==> src/rtl/rx_frame_sequencer.sv <==
// rx_frame_sequencer: OFDM receive frame tracker feeding the demapper; optional gap watchdog enabled by RX_SEQ_WDOG_EN
module rx_frame_sequencer #(
  parameter int FFT_DEPTH   = 12,
  parameter int FFT_SIZE    = 1024,
  parameter int N_PREAM     = 2,
  parameter int FRAME_SIZE  = 50,
  parameter int GAP_TIMEOUT = 4096
) (
  input  logic                 clk,
  input  logic                 rst,
  input  logic                 ival,
  input  logic                 isop,
  input  logic [FFT_DEPTH-1:0] subc_i,
  input  logic [FFT_DEPTH-1:0] subc_q,
  input  logic                 frame_start,
  input  logic                 cfg_wr,
  input  logic [2:0]           cfg_M,
  input  logic [3:0]           cfg_ss,
  output logic                 oval,
  output logic                 osop,
  output logic [FFT_DEPTH-1:0] osubc_i,
  output logic [FFT_DEPTH-1:0] osubc_q,
  output logic [6:0]           frame_counter,
  output logic                 enable,
  output logic [2:0]           index_M_out,
  output logic [3:0]           index_SS_out,
  output logic                 busy,
  output logic                 frame_done,
  output logic                 err_len,
  output logic                 err_timeout
);
  typedef enum logic [1:0] {IDLE, ARMED, PREAM, DATA} state_t;
  localparam int SCW = $clog2(FFT_SIZE + 1);
  localparam logic [SCW-1:0] SC_FULL = SCW'(FFT_SIZE);
  localparam logic [6:0] SYM_LAST = 7'(FRAME_SIZE - 1);
  localparam logic [6:0] SYM_PREAM = 7'(N_PREAM);
  state_t state, state_nxt;
  logic [SCW-1:0] sc_cnt, sc_nxt;
  logic [6:0] sym_cnt, sym_nxt;
  logic [2:0] sh_m;
  logic [3:0] sh_ss;
  logic run, act, bad_len, accept, last, tmo;
  assign run = (state == PREAM) || (state == DATA);
  assign busy = run;
  assign enable = run;
`ifdef RX_SEQ_WDOG_EN
  localparam int GW = $clog2(GAP_TIMEOUT + 1);
  logic [GW-1:0] gap;
  assign tmo = run && !ival && (gap == GW'(GAP_TIMEOUT - 1));
  // Count consecutive idle cycles inside a frame; any sample clears it
  always_ff @(posedge clk) begin
    if (rst || !run || ival || tmo) gap <= '0;
    else gap <= gap + GW'(1);
  end
`else
  assign tmo = GAP_TIMEOUT < 0;
`endif
  // Frame activation, symbol length check, counter advance and next state
  always_comb begin
    act = ival && isop && ((state == ARMED) || (state == IDLE && frame_start));
    bad_len = run && ival && (isop ? sc_cnt != SC_FULL : sc_cnt == SC_FULL);
    accept = act || (run && ival && !bad_len);
    sc_nxt = isop ? SCW'(1) : sc_cnt + SCW'(1);
    sym_nxt = act ? 7'd0 : isop ? sym_cnt + 7'd1 : sym_cnt;
    last = accept && (sc_nxt == SC_FULL) && (sym_nxt == SYM_LAST);
    state_nxt = (state == IDLE && frame_start) ? ARMED : state;
    state_nxt = accept ? ((sym_nxt < SYM_PREAM) ? PREAM : DATA) : state_nxt;
    state_nxt = (last || bad_len || tmo) ? IDLE : state_nxt;
  end
  // State register
  always_ff @(posedge clk) begin
    if (rst) state <= IDLE;
    else state <= state_nxt;
  end
  // Counters, shadow/active config and the registered demapper interface
  always_ff @(posedge clk) begin
    if (rst) begin
      sc_cnt <= '0;
      sym_cnt <= '0;
      sh_m <= '0;
      sh_ss <= '0;
      index_M_out <= '0;
      index_SS_out <= '0;
      frame_counter <= '0;
      oval <= 1'b0;
      osop <= 1'b0;
      osubc_i <= '0;
      osubc_q <= '0;
      frame_done <= 1'b0;
      err_len <= 1'b0;
      err_timeout <= 1'b0;
    end else begin
      if (cfg_wr) begin
        sh_m <= cfg_M;
        sh_ss <= cfg_ss;
      end
      if (act) begin
        index_M_out <= cfg_wr ? cfg_M : sh_m;
        index_SS_out <= cfg_wr ? cfg_ss : sh_ss;
      end
      if (accept) begin
        sc_cnt <= sc_nxt;
        sym_cnt <= sym_nxt;
        frame_counter <= sym_nxt;
      end
      oval <= accept;
      osop <= accept && isop;
      osubc_i <= accept ? subc_i : '0;
      osubc_q <= accept ? subc_q : '0;
      frame_done <= last;
      err_len <= bad_len;
      err_timeout <= tmo;
    end
  end
endmodule

==> config.mk <==
export PLATFORM = sky130hd
export DESIGN_NAME = rx_frame_sequencer
export DESIGN_NICKNAME = d
export VERILOG_FILES = /design/src/rtl/rx_frame_sequencer.sv
export SDC_FILE = /design/constraint.sdc
export NUM_CORES = 1
export LEC_CHECK = 0
export CAP_MARGIN = 20
export CELL_PAD_IN_SITES_DETAIL_PLACEMENT = 2
export CELL_PAD_IN_SITES_GLOBAL_PLACEMENT = 2
export CORE_MARGIN = 2
export CORE_UTILIZATION = 27
export DETAILED_ROUTE_END_ITERATION = 10
export GPL_TIMING_DRIVEN = 0
export MAX_ROUTING_LAYER = met4
export PLACE_DENSITY_LB_ADDON = 0.05
export SLEW_MARGIN = 10
export SYNTH_ARGS = -nofsm -noshare
export SYNTH_HDL_FRONTEND = slang
export SYNTH_SLANG_ARGS = --single-unit
==> constraint.sdc <==
create_clock -name clk -period 2.49 [get_ports clk]
set_clock_uncertainty 0.1 [all_clocks]
set_input_delay 0.249 -clock clk [delete_from_list [all_inputs] [get_ports clk]]
set_output_delay 0.249 -clock clk [all_outputs]
set_load 0.03 [all_outputs]
Word level (Yosys, flattened, before mapping) --
Index checks and enable logic that the tools add are counted.
Storage, ports and cells: register bits 62, input bits 37, output and inout bits 45, logic and storage cells 51
Operators by class: add/sub/neg operators 2, magnitude comparators 1, eq/ne operators 7, multiplexer cells 9, bitwise logic cells 1, reductions and logical operators 18
Operators by type and width (count):
- $eq 11x11->1 const B | 2
- $mux 7 | 2
- $add 11x1->11 const B | 1
- $mux 11 | 1
- $ne 11x11->1 const B | 1
- $logic_and 1x1->1 | 9
- $add 7x1->7 const B | 1
- $eq 7x6->1 const B | 1
- $lt 7x2->1 const B | 1
- $eq 2x2->1 const B | 2
- $logic_or 1x1->1 | 4
- $mux 2 | 2
- $mux 4 | 1
- $reduce_or 2->1 | 2
- $mux 3 | 1
- $eq 2x1->1 const B | 1
- $logic_not 2->1 | 1
- $mux 1 | 2
- $reduce_bool 2->1 | 1
- $logic_not 1->1 | 1
- $not 1->1 | 1

Depth between registers and ports, before layout --
Gate-level depths: netlist of run 1.
depth after elaboration 11, gate-level depth with buffers 9, depth with buffers taken out 8

Least setup slack after synthesis of run 1 --
No wires, ideal clock.
path kind flip-flop to flip-flop, from register sc_cnt[0], to register frame_done, library setup time 66 ps, arrival time 1889 ps, required time 2324 ps, setup slack 435 ps, cell stages (with the launch flop) 9, path buffers 0, period minus slack after synthesis 2055 ps, path through dfxtp_1 -> inv_1 -> ha_1 -> nor4b_2 -> a31o_2 -> nor4_1 -> o211ai_1 -> nor4_2 -> nor2b_1
Between the ends: word-level cells in the longest chain between the ends 8, elaborated cells between the ends (all ways) 12, those cells by class add/sub: 1; eq/ne: 3; mux: 2; reduce/logical: 6
Ends and longest elaborated chain:
- start: declaration | RTL line 38 | logic [SCW-1:0] sc_cnt, sc_nxt;
- start signal: assignment | RTL line 102 | sc_cnt <= sc_nxt;
- parallel branches: the longest is 6 deep, another holds $add 11x1->11
- $logic_and 1x1->1 * (2 in series) | RTL line 65 | last = accept && (sc_nxt == SC_FULL) && (sym_nxt == SYM_LAST);
- end signal: assignment | RTL line 110 | frame_done <= last;
- end: declaration | RTL line 28 | output logic frame_done,
Every way passes the cells marked *. A chain may end at the register's enable or synchronous reset.

Worst setup path in the final report of run 1 --
from register sc_cnt[0], to register sym_cnt[0]
Between the ends: word-level cells in the longest chain between the ends 6, elaborated cells between the ends (all ways) 7, those cells by class eq/ne: 2; mux: 1; reduce/logical: 4
Ends and longest elaborated chain:
- $eq 11x11->1 or $ne 11x11->1 (tied branches) | RTL line 61 | bad_len = run && ival && (isop ? sc_cnt != SC_FULL : sc_cnt == SC_FULL);
- $mux 1 * | RTL line 61
- $logic_and 1x1->1 * | RTL line 61
- $logic_not 1->1 * | RTL line 62 | accept = act || (run && ival && !bad_len);
- $logic_and 1x1->1 * | RTL line 62
- $logic_or 1x1->1 * | RTL line 62
- end signal: assignment | RTL line 103 | sym_cnt <= sym_nxt;
- end: declaration | RTL line 39 | logic [6:0] sym_cnt, sym_nxt;
Every way passes the cells marked *; elsewhere a longest branch is shown, timed or not.

==> results.md, run 1 <==
- Outcome: complete, no violations
- Seq cells post-synth: 62
- Vias: 2395
- Hold Path Depth: 2
- Core Box Area: 9640 um^2
- Cell variety after synth: 45
- Antenna viol nets, final: 0
- Initial antenna violation count: 0
- CP startpoint kind: flop
- Post-synthesis cell area: 2640 um^2
- CTS tree: yes
- First-pass GRT wire length: 12.2 mm
- CP arrival: 2.40 ns
- Reg2reg path depth: 9
- CP endpoint: sym_cnt[0]$_SDFFE_PP0P_
- Leakage power: 0.00138 uW
- Synth Area per Inst: 9.21 um^2
- Number of flops mapped to enable cells by yosys: 0
- CP Class: flop to flop
- Root Buffer: clkbuf_8
- Fmax: 435 MHz
- Die area: 10600 um^2
- Final min period: 2.30 ns
- Max stage delay on crit path: 0.36 ns
- Reg-to-reg startpoint: sc_cnt[0]$_SDFFE_PP0P_
- Hold Slack: 0.281 ns
- Clock insertion delay at the later pin of the skew report: 0.34 ns
- Max-slew violations: 0
- Most common cell after layout, fill and taps aside: clkdlybuf4s50_1
- Vias in the first global route: 2475
- Post-synth ARST share: 0%
- Seq/Total Area, Yosys: 47.0%
- Setup Viol. Count Final: 0
- Yosys top cell area share: 47.0%
- Slowest CP cell: dfxtp_1
- H-tree depth: 3
- Total of cells resized after clock tree synthesis: 0
- Top-Level Pins: 82
- VDD IR max: 0.185 mV
- Fin nets: 416
- Post-synth top flop: dfxtp_1
- Most Used Layer, Global Route: met2
- CP required: 2.60 ns
- Drt pass-1 iters: 4
- R2R Path End: sym_cnt[0]$_SDFFE_PP0P_
- P per Cell Area: 554 nW/um^2
- Most frequent cells in the layout: clkdlybuf4s50_1 (78), dfxtp_1 (62), nor2_1 (37)
- IO Port Bufs: 78
- GR Util met1: 18.9%
- Cells after Synth: 287
- CP Max Fanout: 10
- Total power: 2090 uW
- Die Wd: 103 um
- Delay-heaviest family, CP: simple AND/OR/NAND/NOR gates
- Hold Violations, Final: 0
- Bufs on Longest Clock Path: 2
- Startpoint of the worst hold path: rst
- Synth Warn #: 0
- Met2 Use GR: 24.1%
- Vias/cell: 4.66
- Setup bufs post-CTS: 0
- Num CTS Buffers: 9
- GR met3 Demand/Resource: 5.83%
- Wire per inst: 15.0 um
- Rel. slew slack: 52.5%
- Gpl congestion: 0.734
- CTS Sinks: 62
- Crit end category: flop
- Largest net degree at the start of global routing: 12
- Critical Path Stages: 9
- Share of layout cells above drive strength 1: 10.8%
- Cts hold-fix bufs: 0
- Dominant cell type by area after synthesis: dfxtp_1
- Setup crit start: sc_cnt[0]$_SDFFE_PP0P_
- Area grow syn2layout: 42.6%
- CP cell instances: inv_1 > ha_1 > nor4b_2 > a31o_2 > buf_2 > nand3b_4 > nand2_1 > mux2i_1 > nor2_1
- Initial Utilization: 27.4%
- Maxcap violations: 0
- Antenna Diode Count: 0
- Syn Nets: 327
- Synth top area cells: dfxtp_1 (47%), and2_1 (6.6%), nor2_1 (5.3%)
- Crit path buf inv count: 2
- Grt ovf: 0
- Worst-margin pin slew: 0.713 ns
- RSZ-0062 raised after global routing: false
- Rows: 36
- Worst R2R Setup Slack: 0.19 ns
- DIE HEIGHT: 103 um
- Final WL: 7.69 mm
- Hold/Removal Path Class: input port to flop
- Initial drt markers: 41
- Clock transition at path regs: 0.07 ns
- Post-DP HPWL: 5.70 mm
- Fin crit share: 92.2%
- DRC: 0
- Aggregate global-route resource usage: 15.6%
-- worst min path at each step --
stage                                        to  slack [ns]
after global routing      osubc_i[1]$_SDFF_PP0_        0.35
final                     frame_done$_SDFF_PP0_        0.28
after global placement      sh_ss[0]$_SDFF_PP0_        0.37
after floorplan           osubc_i[0]$_SDFF_PP0_        0.27
after CTS                 frame_done$_SDFF_PP0_        0.29
after detailed placement     sh_m[2]$_SDFF_PP0_        0.39
-- layout make-up --
class / instances / area [um^2]
Tap cell: 133 / 166
Inverter: 4 / 15.0
Multi-Input combinational cell: 199 / 1290
Timing Repair Buffer: 78 / 781
Clock buffer: 10 / 128
Clock inverter: 6 / 38.8
Fill cell: 1104 / 5870
Sequential cell: 62 / 1240
Buffer: 22 / 105
-- Yosys cell counts, drive strengths merged (5+ instances only) --
master,n
mux2i,8
xnor2,11
nor3,10
o21ai,6
a211oi,9
a21oi,14
nand3,11
dfxtp,62
nor2,39
nand2,11
buf,14
nand4,5
clkbuf,8
and2,28
-- flip-flops by register name, summed over array words and instances, names as in the netlist --
| name | flops |
|---|---|
| osop | 1 |
| frame_done | 1 |
| err_len | 1 |
| sym_cnt | 7 |
| sh_ss | 4 |
| osubc_i | 12 |
| osubc_q | 12 |
| oval | 1 |
| sh_m | 3 |
| state | 2 |
| sc_cnt | 11 |
| index_M_out | 3 |
| index_SS_out | 4 |
-- kinds of logic after synthesis --
kind of cell | synth area share (%)
AND/OR/NAND/NOR | 28.4
flip-flops | 47.0
AO/OA/AOI/OAI | 10.1
buffers and inverters | 4.55
XOR/XNOR | 4.97
multiplexers | 3.46
adder cells (fa/ha/maj) | 1.42
other | 0.142
-- power breakdown --
part           total (uW)  internal (uW)  switching [uW]
clock network         784            357             426
logic                 266            126             140
registers            1040           1020            16.0
total                2090           1510             582
-- through the flow --
step	util [%]	instance area, um^2	worst slack, ns	setup TNS, ns	cells
3_3_place_gp	37.2	3590	-0.0180	-0.0205	498
4_1_cts	39.0	3760	0.0542	0	514
2_1_floorplan	-	2640	0.435	0	287
3_5_place_dp	37.2	3590	-0.0807	-0.459	498
6_report	39.1	3770	0.194	0	514
5_1_grt	39.1	3770	0.000312	0	514
-- per-layer routing --
metal	vias up	part of all wire (%)
li1	1161	-
met1	1157	46
met2	64	46
met3	13	6.4
met4	0	1.2
met5	-	0
(Power assumes the default switching activity.)
==> run 2: changes to the inputs <==
Settings changed: ABC_CLOCK_PERIOD_IN_PS set to 2490.
==> results of run 2 <==
No change in the layout: final DEF, timing and power equal those of run 1.
==> run 3: changes to the inputs <==
Settings changed: ABC_CLOCK_PERIOD_IN_PS 2490 to not set, SETUP_SLACK_MARGIN set to 0.2.
==> run 3 against run 2 <==
  * Design area grew 2.8%
  * First-iteration DRC count is 12% higher
  * Fmax is 5.3% higher
  * Count of clock-buffer cells in the layout unchanged
  * Combinational power rose by 4%
  * Worst setup slack better by 0.12 ns
  * Via count increased by 1.3%
  * Largest power group unchanged
  * Die area did not move
  * Highest routed layer unchanged
  * Largest cell class unchanged
  * Sequential cell count did not move
  * Total power up 0.41%
  * Hold slack barely moved
==> results.md, run 3 (synthesis results as in run 1) <==
- Outcome: complete, no violations
- Multi-input logic area: 1340 um^2
- Clock transition at path regs: 0.07 ns
- Hold Path Depth: 2
- Fmax: 459 MHz
- Slowest CP cell: dfxtp_4
- Cts hold-fix bufs: 0
- Most frequent cells in the layout: clkdlybuf4s50_1 (77), dfxtp_1 (58), nor2_1 (36)
- Clock insertion delay at the later pin of the skew report: 0.35 ns
- Root Buffer: clkbuf_8
- CP Max Fanout: 7
- R2R Path End: state[1]$_SDFFE_PP0P_
- Vias/cell: 4.68
- Total power: 2100 uW
- DRC: 0
- Num CTS Buffers: 9
- Hold EP: frame_done$_SDFF_PP0_
- Finished Layout Cells: 519
- Vias: 2427
- VDD IR max: 0.233 mV
- Pre-CTS setup slack: -0.0807 ns
- Wire per inst: 15.1 um
- RSZ-0062 raised after global routing: false
- Placed Instances: 498
- Bufs on Longest Clock Path: 2
- Maxcap violations: 0
- First-pass GRT wire length: 12.2 mm
- Die area: 10600 um^2
- Max-slew violations: 0
- CP arrival: 2.30 ns
- Area grow syn2layout: 46.5%
- Leakage power: 0.00144 uW
- Final worst setup slack: 0.309 ns
- Sw Ratio: 27.9%
- Final min period: 2.18 ns
- Rel. slew slack: 54.0%
- Worst-margin pin slew: 0.690 ns
- Vias in the first global route: 2478
- Drt pass-1 iters: 3
- Crit end category: flop
- Rows: 36
- Sequential Power Share: 49.5%
- Hold Violations, Final: 0
- CTS tree: yes
- Int Pwr: 1510 uW
- Comb pwr share: 13.2%
- Sw power: 585 uW
- Worst R2R Setup Slack: 0.31 ns
- Filler cell count: 1090
- Share of layout cells above drive strength 1: 14.5%
- IO Port Bufs: 78
- Setup Viol. Count Final: 0
- Gpl congestion: 0.734
- Post-DP HPWL: 5.70 mm
- CP Class: flop to flop
- Sum Neg Setup Slack: 0 ns
- Core Box Area: 9640 um^2
- H-tree depth: 3
- Initial Utilization: 27.4%
- Antenna Diode Count: 0
- Hold/Removal Path Class: input port to flop
- Initial antenna violation count: 0
- CP cell instances: ha_2 > and4_4 > a211o_1 > a22oi_2 > o22ai_1 > nor4_2 > buf_4 > a211oi_1
- Die Wd: 103 um
- Crit path buf inv count: 1
- CP startpoint kind: flop
- Top-Level Pins: 82
- Final WL: 7.85 mm
- Most common cell after layout, fill and taps aside: clkdlybuf4s50_1
- Fin crit share: 87.6%
- Design area: 3870 um^2
- Aggregate global-route resource usage: 15.7%
- Delay-heaviest family, CP: compound AO/OA/AOI/OAI gates
- DIE HEIGHT: 103 um
- CTS Sinks: 62
- Fin nets: 421
- Reg2reg path depth: 8
- P per Cell Area: 541 nW/um^2
- Largest net degree at the start of global routing: 12
- Register area: 1250 um^2
- Grt ovf: 0
- Antenna viol nets, final: 0
- Startpoint of the worst hold path: rst
- Cell area after placement: 3590 um^2
- Max stage delay on crit path: 0.37 ns
- Initial drt markers: 46
- CP required: 2.61 ns
- Reg-to-reg startpoint: sc_cnt[1]$_SDFFE_PP0P_
- Biggest regs: osubc_i: 12 flops, osubc_q: 12 flops, sc_cnt: 11 flops
- Clk network pwr share: 37.3%
## run 3: per-layer routing
metal,wire length (um),track usage (%),vias to the layer above
li1,-,-,1176
met1,3650,19.1,1180
met2,3660,24.1,63
met3,444,5.63,8
met4,96,5.16,0
met5,0,-,-
## run 3: cell type report
| type | instances | share of cell area, % |
|---|---|---|
| multi-input cells | 199 | 34.7 |
| flip-flops and latches | 62 | 32.3 |
| repair buffers | 83 | 21.2 |
| well taps | 133 | 4.30 |
| clock buffers | 10 | 3.30 |
| plain buffers | 22 | 2.81 |
| clock inverters | 6 | 1.00 |
| inverters | 4 | 0.388 |
## run 3: worst register-to-register path: stages, from the launching register on
cell and delay [ns]:
dfxtp_4 0.37, ha_2 0.21, and4_4 0.22, a211o_1 0.30, a22oi_2 0.20, o22ai_1 0.13
nor4_2 0.33, buf_4 0.17, a211oi_1 0.04
## run 3: how the worst max path moves through the flow
stage	start	end	slack [ns]	depth (start not counted)
final	sc_cnt[1]$_SDFFE_PP0P_	state[1]$_SDFFE_PP0P_	0.31	8
after detailed placement	isop	index_SS_out[2]$_SDFFE_PP0N_	-0.08	6
after global placement	isop	sym_cnt[0]$_SDFFE_PP0P_	-0.02	7
after CTS	sc_cnt[0]$_SDFFE_PP0P_	osubc_q[2]$_SDFF_PP0_	0.20	9
after floorplan	sc_cnt[0]$_SDFFE_PP0P_	frame_done$_SDFF_PP0_	0.43	8
after global routing	sc_cnt[0]$_SDFFE_PP0P_	state[1]$_SDFFE_PP0P_	0.20	9
## run 3: power by group through the flow
stage	combinational [uW]	clock [uW]	sequential [uW]
after global placement	264	0	1060
after global routing	302	860	1040
after floorplan	94.7	0	1100
after CTS	272	817	1040
final	276	782	1040
after detailed placement	269	0	1060
## run 3: through the flow
stage	hold slack, ns	utilization, %
global route	0.349	40.2
floorplan	0.271	-
CTS	0.292	39.1
detailed placement	0.387	37.2
finish	0.281	40.2
global placement	0.372	37.2
## run 3: repair_timing
item                       4_1_cts  5_1_grt
pin swaps                        1        7
buffers inserted                 0        5
resized for setup                4       18
setup endpoints to repair        6       34
